==> config.mk <==
export PLATFORM = sky130hd
export DESIGN_NAME = sdram_port_arbiter
export DESIGN_NICKNAME = d
export VERILOG_FILES = /design/src/rtl/sdram_port_arbiter.sv
export SDC_FILE = /design/constraint.sdc
export NUM_CORES = 1
export LEC_CHECK = 0
export BUFFER_PORTS_ARGS = -buffer_cell sky130_fd_sc_hd__buf_4
export CAP_MARGIN = 5
export CELL_PAD_IN_SITES_DETAIL_PLACEMENT = 0
export CELL_PAD_IN_SITES_GLOBAL_PLACEMENT = 1
export CORE_AREA = 2 2 281 283
export CTS_BUF_LIST = sky130_fd_sc_hd__clkbuf_4 sky130_fd_sc_hd__clkbuf_8
export DETAILED_ROUTE_END_ITERATION = 10
export DIE_AREA = 0 0 283 285
export PLACE_DENSITY_LB_ADDON = 0.1
export SETUP_SLACK_MARGIN = 0.02
export SYNTH_ARGS = -nofsm -noshare
export SYNTH_HDL_FRONTEND = slang
export SYNTH_SLANG_ARGS = --single-unit
==> constraint.sdc <==
create_clock -name clk -period 2.45 [get_ports clk]
set_input_delay 0.245 -clock clk [delete_from_list [all_inputs] [get_ports clk]]
set_output_delay 0.245 -clock clk [all_outputs]
set_load 0.02 [all_outputs]
==> src/rtl/sdram_port_arbiter.sv <==
// Two-port (I read-only, D read/write) arbiter for the 8-word SDRAM line interface; grant held for the whole line, mem_* registered (+1 cycle), x_done 1 cycle after mem_done.
// Non-owner requests wait until IDLE. Fixed priority D > I; `define SDRAM_ARB_RR_EN selects round-robin.
module sdram_port_arbiter #(
   parameter int ADDR_W      = 24,
   parameter int LINE_W      = 128,
   parameter int TIMEOUT_CYC = 4096
) (
   input  logic              clk,
   input  logic              rst_n,
   input  logic              i_req,
   input  logic [ADDR_W-1:0] i_addr,
   output logic              i_done,
   output logic [LINE_W-1:0] i_line,
   input  logic              d_req,
   input  logic              d_wr,
   input  logic [ADDR_W-1:0] d_addr,
   input  logic [LINE_W-1:0] d_wdata,
   output logic              d_done,
   output logic [LINE_W-1:0] d_line,
   output logic [ADDR_W-1:0] mem_addr,
   output logic              mem_wr,
   output logic              mem_rd,
   output logic              mem_valid,
   output logic [LINE_W-1:0] mem_wdata,
   input  logic [LINE_W-1:0] mem_rdata,
   input  logic              mem_done,
   input  logic              mem_init_done,
   output logic              busy,
   output logic              err_timeout
);

   localparam int CNT_W = $clog2(TIMEOUT_CYC + 1);

   typedef enum logic [2:0] {
      IDLE   = 3'd0,
      BUSY_I = 3'd1,
      BUSY_D = 3'd2,
      RESP_I = 3'd3,
      RESP_D = 3'd4
   } state_t;

   state_t             state_q, state_d;
   logic [ADDR_W-1:0]  mem_addr_q, mem_addr_d;
   logic [LINE_W-1:0]  mem_wdata_q, mem_wdata_d;
   logic               mem_wr_q, mem_wr_d;
   logic               mem_rd_q, mem_rd_d;
   logic               mem_valid_q, mem_valid_d;
   logic [LINE_W-1:0]  i_line_q, i_line_d;
   logic [LINE_W-1:0]  d_line_q, d_line_d;
   logic [CNT_W-1:0]   tmo_cnt_q, tmo_cnt_d;
   logic               err_q, err_d;
   logic               pick_d;

`ifdef SDRAM_ARB_RR_EN
   // 1 = D was granted last; reset value favours D on the first contested grant.
   logic               last_grant_q, last_grant_d;
`endif

   always_comb begin
      state_d     = state_q;
      mem_addr_d  = mem_addr_q;
      mem_wdata_d = mem_wdata_q;
      mem_wr_d    = mem_wr_q;
      mem_rd_d    = mem_rd_q;
      mem_valid_d = mem_valid_q;
      i_line_d    = i_line_q;
      d_line_d    = d_line_q;
      tmo_cnt_d   = tmo_cnt_q;
      pick_d      = 1'b0;
`ifdef SDRAM_ARB_RR_EN
      last_grant_d = last_grant_q;
      pick_d       = d_req && (!i_req || !last_grant_q);
`else
      pick_d       = d_req;
`endif

      case (state_q)
         IDLE: begin
            if (mem_init_done && (d_req || i_req)) begin
               mem_valid_d = 1'b1;
               tmo_cnt_d   = '0;
`ifdef SDRAM_ARB_RR_EN
               last_grant_d = pick_d;
`endif
               if (pick_d) begin
                  state_d     = BUSY_D;
                  mem_addr_d  = d_addr;
                  mem_wdata_d = d_wdata;
                  mem_wr_d    = d_wr;
                  mem_rd_d    = !d_wr;
               end else begin
                  state_d     = BUSY_I;
                  mem_addr_d  = i_addr;
                  mem_wdata_d = '0;
                  mem_wr_d    = 1'b0;
                  mem_rd_d    = 1'b1;
               end
            end
         end
         BUSY_I, BUSY_D: begin
            if (tmo_cnt_q != CNT_W'(TIMEOUT_CYC)) begin
               tmo_cnt_d = tmo_cnt_q + 1'b1;
            end
            // Dropping valid at the done edge keeps the controller from relaunching.
            if (mem_done) begin
               if (mem_rd_q && state_q == BUSY_I) i_line_d = mem_rdata;
               if (mem_rd_q && state_q == BUSY_D) d_line_d = mem_rdata;
               mem_valid_d = 1'b0;
               mem_wr_d    = 1'b0;
               mem_rd_d    = 1'b0;
               state_d     = (state_q == BUSY_I) ? RESP_I : RESP_D;
            end
         end
         RESP_I, RESP_D: state_d = IDLE;
         default:        state_d = IDLE;
      endcase

      err_d = err_q || (tmo_cnt_d == CNT_W'(TIMEOUT_CYC));
   end

   always_ff @(posedge clk or negedge rst_n) begin
      if (!rst_n) begin
         state_q     <= IDLE;
         mem_addr_q  <= '0;
         mem_wdata_q <= '0;
         mem_wr_q    <= 1'b0;
         mem_rd_q    <= 1'b0;
         mem_valid_q <= 1'b0;
         i_line_q    <= '0;
         d_line_q    <= '0;
         tmo_cnt_q   <= '0;
         err_q       <= 1'b0;
      end else begin
         state_q     <= state_d;
         mem_addr_q  <= mem_addr_d;
         mem_wdata_q <= mem_wdata_d;
         mem_wr_q    <= mem_wr_d;
         mem_rd_q    <= mem_rd_d;
         mem_valid_q <= mem_valid_d;
         i_line_q    <= i_line_d;
         d_line_q    <= d_line_d;
         tmo_cnt_q   <= tmo_cnt_d;
         err_q       <= err_d;
      end
   end

`ifdef SDRAM_ARB_RR_EN
   always_ff @(posedge clk or negedge rst_n) begin
      if (!rst_n) begin
         last_grant_q <= 1'b0;
      end else begin
         last_grant_q <= last_grant_d;
      end
   end
`endif

   assign i_done      = (state_q == RESP_I);
   assign d_done      = (state_q == RESP_D);
   assign i_line      = i_line_q;
   assign d_line      = d_line_q;
   assign mem_addr    = mem_addr_q;
   assign mem_wdata   = mem_wdata_q;
   assign mem_wr      = mem_wr_q;
   assign mem_rd      = mem_rd_q;
   assign mem_valid   = mem_valid_q;
   assign busy        = (state_q != IDLE);
   assign err_timeout = err_q;

endmodule

After elaboration in Yosys (flattened, before gate mapping)
Cells that the tools add are included.
{"block": "classes", "addsub": 1, "n_eq_ne": 8, "n_mux": 19, "n_reduce_logical": 15}
{"cell": "2-to-1 mux 128 bit", "n": 1}
{"cell": "2-to-1 mux 13 bit", "n": 2}
{"cell": "one-hot mux 13 bit (2 select lines)", "n": 1}
{"cell": "2-to-1 mux 24 bit", "n": 1}
{"cell": "adder 13 x 1 -> 13 bit (second input constant)", "n": 1}
{"cell": "equality test 13 bit (second input constant)", "n": 1}
{"cell": "inequality test 13 bit (second input constant)", "n": 1}
{"cell": "2-to-1 mux 3 bit", "n": 3}
{"cell": "AND reduction 3 bit", "n": 3}
{"cell": "equality test 3 x 2 -> 1 bit (second input constant)", "n": 2}
{"cell": "2-to-1 mux 1 bit", "n": 6}
{"cell": "one-hot mux 1 bit (2 select lines)", "n": 3}
{"cell": "one-hot mux 3 bit (2 select lines)", "n": 1}
{"cell": "inequality test 2 bit (second input constant)", "n": 2}
{"cell": "AND reduction 2 bit", "n": 2}
{"cell": "equality test 3 x 1 -> 1 bit (second input constant)", "n": 1}
{"cell": "equality test 3 bit (second input constant)", "n": 1}
{"cell": "logical AND 1 bit", "n": 3}
{"cell": "logical NOT 3 bit", "n": 1}
{"cell": "nonzero test 3 bit", "n": 1}
{"cell": "logical OR 1 bit", "n": 2}
{"cell": "2-to-1 mux 2 bit", "n": 1}
{"cell": "nonzero test 2 bit", "n": 1}
{"cell": "OR reduction 2 bit", "n": 1}
{"cell": "logical NOT 1 bit", "n": 1}
{"block": "totals", "regBits": 428, "input_bits": 311, "out_inout_bits": 415, "wordCells": 53}

Longest topological paths before layout
{"block": "depth", "depth_word": 6, "mapped_depth": 8, "depth_no_buf": 8}

Worst setup path before layout
OpenSTA, ideal clock, no wires.
{"block": "synth_timing", "path_kind": "register to register", "from": "reg tmo_cnt_q[0]", "to": "reg err_q, in the netlist err_timeout", "setup_ps": 104, "arrival_ps": 2135, "t_required_ps": 2346, "path_slack_ps": 211, "stages_incl_launch_ff": 9, "n_path_buf": 0, "synth_period_minus_slack_ps": 2239, "path_cell_list": "dfrtp_1 inv_1 ha_1 nor4b_2 a311oi_4 nor3b_2 o21ai_1 or4_1 o41ai_2"}
{"block": "synth_via", "elab_chain_cells": 5, "word_cells_on_any_way": 7, "cone_classes": "add/sub: 1; eq/ne: 2; mux: 3; reduce/logical: 1"}
{"item": "start, declared", "line": "50", "source": "logic [CNT_W-1:0] tmo_cnt_q, tmo_cnt_d;"}
{"item": "start signal, assigned", "line": "142", "source": "tmo_cnt_q <= tmo_cnt_d;"}
{"item": "adder 13 x 1 -> 13 bit / inequality test 13 bit (equally long branches)", "line": "102, 101"}
{"item": "2-to-1 mux 13 bit", "line": "101", "source": "if (tmo_cnt_q != CNT_W'(TIMEOUT_CYC)) begin"}
{"item": "one-hot mux 13 bit (2 select lines) (*)", "line": "77", "source": "case (state_q)"}
{"item": "equality test 13 bit (*)", "line": "118", "source": "err_d = err_q || (tmo_cnt_d == CNT_W'(TIMEOUT_CYC));"}
{"item": "logical OR 1 bit (*)", "line": "118"}
{"item": "net err_d", "line": "51", "source": "logic err_q, err_d;"}
{"item": "end signal, assigned", "line": "143", "source": "err_q <= err_d;"}
{"item": "end, declared", "line": "51"}
The timed path passes the listed nets; every way through them passes the cells marked *.
A chain may end at the register's enable or synchronous reset.

Worst setup path after layout
Same ends and word-level chain as after synthesis.

==> flow_summary.toml <==
[floorplanning]
die_area_sq_um = 80660
rows = 103
initial_core_util_pct = 20.77
die_w_um = 283
core_sq_um = 77970
die_height_um = 285
ios = 726

[power]
switchingPower_w = 0.01386
pwr-share-seq_pct = 33.4
vdd.ir_drop.worst_mv = 0.5247
clkPwrFrac_pct = 21.8
p_leak_nw = 13.82
p_per_area_nw_per_um2 = 1283
intPower_w = 0.02250
swShare_pct = 38.12
p_comb_share_pct = 44.8
p_total_w = 0.03636

[timing]
rsz0062_at_grt = "yes"
fin_setup_tns_ps = 0
fin_crit_sh_pct = 95.52
slew_viol_final = 0
finalCriticalPeriod_ps = 2340
slew-limit-headroom_pct = 63.82
finalSetupViolations = 0
fin_skew_ps = 33.29
worst_slew_pin_slew_ps = 542.7
hold_viol = 0
holdWs_ps = 89.34
clock.fmax_ghz = 0.4273

[outcome]
status = "completed"

[clocking]
cts.clk_slew.worst_paths_ps = 60
cts_buffers = 86
cts_tree = "built"
clock_latency_ps = 670
cts_sinks = 428
root_buffer = "clkbuf_8"
clock_path_buffers = 3
h-tree-depth = 3

[worst_setup_path]
cp_cell_sequence = "inv_1 > ha_1 > nor4b_4 > a311oi_4 > nor3b_2 > o21ai_1 > or4_1 > o41ai_2"
path_buf_inv = 1
crit_fanout = 5
slowest_stage = "or4_1"
crit_family = "simple AND/OR/NAND/NOR gates"
start_kind = "register"
worst-r2r-cell-count = 8
critPathKind = "register to register"
arrival_ps = 2880
worstPathRequired_ps = 2990
crit_cells = 8
max_stage_delay_ps = 440
end_kind = "register"

[logic_synthesis]
async_reset_ff_share_pct = 100.0
syn_avg_cell_area_sq_um = 15.13
synth-warning-count = 0
synth_area_sq_um = 16190
synth_xor_area_share_pct = 0.3091
ys_seq_elements = 428
synth_edf_count = 0
synth_top_area_cell = "dfrtp_1"
post_synth_num_cell_types = 50
synth_top_area_share_pct = 66.15
synth.area.top_cells = "dfrtp_1, mux2_2, a22o_1, mux2i_1, clkbuf_1"
synth_cells = 1070
muxShareOfSynthArea_pct = 19.35
synth_fa_ha_area_share_pct = 0.1545
synth-simple-area-share_pct = 2.751
synth_compound_area_share_pct = 9.311
synth_top_family_by_area = "multiplexers"
ys.flop_type = "dfrtp_1"
ys_seq_area_share_pct = 66.15
synth_nets = 1383

[drt]
viasPerCell = 4.085
first_pass_iters = 4
drc = 0
postRouteAntennaNets = 0
wire_per_inst_um = 19.77
via_count = 13460
wirelength_um = 65130
first_iter_violations = 417

[global_routing]
grt_pass1_vias = 15110
grt_first_pass_wirelength_um = 97370
antenna_found_initial = 3
overflow = 0
grt_start_max_net_pins = 90
grt_usage_pct = 15.86

[place]
place_hpwl_um = 48210
gp_congestion = 0.8157
port_buffers = 725
placed_cells = 2821

[final_layout]
layout.nets = 2488
post-route-util_pct = 36.34
stdcell_count = 3295
n_fill_cell = 7781
area_delta_synth_final_pct = 74.99
drive_gt1_share_pct = 53.79

[job]
maxCapViolations = 0

[min_path]
hold_path.class = "input pin to async pin"
==> per-layer routing <==
metal | wire length [um] | GRT usage (%) | vias up
met2 | 33670 | 28.28 | 440
met3 | 4011 | 4.888 | 134
met1 | 24740 | 17.44 | 6760
li1 | - | - | 6125
met4 | 2706 | 6.622 | 0
met5 | 0 | 0 | -
==> worst register-to-register path, delay by kind of cell, from the launching register on <==
kind	cells	cell delay, ps
buffers and inverters	1	80
AOI/OAI and AO/OA	3	760
and+or+nand+nor	3	790
adders and majority gates	1	210
DFF	1	400
==> cell usage after synthesis (2+ instances only) <==
cell type  count
and4_1         2
a211oi_1       2
a21oi_1        6
o21ai_0       37
nor3_1         4
and3_1         4
a22o_1       129
nand4_1        3
inv_1          9
a32o_1         2
or3_1          2
ha_1           2
buf_2          4
nor4b_2        2
mux2i_1       25
nor2b_1        3
dfrtp_1      428
nand2_1       42
buf_1          4
nor2_1         6
o31ai_1        2
mux2_2       256
clkbuf_1      62
nand3_1        8
==> cell usage in the layout (no fill, tap or decap), types with 3 or more instances in the layout <==
cell type / instances
a21oi_1: 6
a22o_1: 129
and3_1: 3
buf_12: 19
buf_4: 758
clkbuf_4: 33
clkbuf_8: 107
clkinv_2: 7
dfrtp_1: 427
diode_2: 3
dlygate4sd3_1: 311
inv_1: 9
mux2_2: 256
mux2i_1: 25
nand2_1: 40
nand3_1: 8
nand4_1: 3
nor2_1: 6
nor2b_1: 3
nor3_1: 4
o21ai_0: 37
==> final cells by class <==
class | count | area [sq um] | area share, %
flip-flops and latches | 428 | 10710 | 37.80
repair buffers | 1089 | 9199 | 32.46
multi-input cells | 561 | 5199 | 18.35
clock buffers | 140 | 1720 | 6.072
well taps | 1050 | 1314 | 4.637
clock inverters | 15 | 150.1 | 0.5299
inverters | 9 | 33.78 | 0.1192
diodes | 3 | 7.507 | 0.02649
==> kinds of logic (layout without fill, tap and decap cells) <==
group	count (synthesis)	in the layout
and+or+nand+nor	85	85
other	0	3
xor gates and xnor gates	4	4
adders and majority gates	2	2
muxes	281	281
AOI/OAI and AO/OA	189	189
DFF	428	428
buffers and inverters	81	1253
==> power by group through the flow <==
| stage | Clock, W | Sequential, W | Combinational (W) |
|---|---|---|---|
| 2_1_floorplan | 0 | 0.0159 | 0.00417 |
| 4_1_cts | 0.00829 | 0.0122 | 0.0165 |
| 3_3_place_gp | 0 | 0.0122 | 0.0160 |
| 5_1_grt | 0.00860 | 0.0126 | 0.0172 |
| 3_5_place_dp | 0 | 0.0122 | 0.0161 |
| 6_report | 0.00792 | 0.0122 | 0.0163 |
==> registers in the layout (all words and copies together) (netlist names) <==
register	flops
mem_rd	1
err_timeout	1
mem_addr	24
state_q	3
tmo_cnt_q	13
d_line	128
mem_wdata	128
i_line	128
mem_wr	1
mem_valid	1
==> timing repair <==
action / in CTS / in global routing
pin swaps: 0 / 3
hold buffers: 311 / 0
setup endpoints to repair: 1 / 8
setup buffers: 0 / 5
resized for setup: 1 / 4
hold endpoints to repair: 675 / 0
==> stage by stage <==
stage | cell area, sq um | worst slack (ps)
after floorplan | 16190 | 211.3
after global placement | 23270 | 55.64
after detailed placement | 23270 | 39.57
after CTS | 28260 | 37.31
after global routing | 28330 | -0.6035
final | 28330 | 109.9
==> path summary, 6_finish.rpt <==
path                              start              to  slack [ps]
setup reg to reg           tmo_cnt_q[0]     err_timeout         110
min in group clk            d_wdata[45]   mem_wdata[45]         330
hold reg to reg             mem_addr[2]     mem_addr[2]         480
hold / removal                    rst_n   mem_wdata[51]          90
setup / recovery           tmo_cnt_q[0]     err_timeout         110
max in group asynchronous         rst_n  mem_wdata[115]        1420
Power figures use the tool's default switching activity.
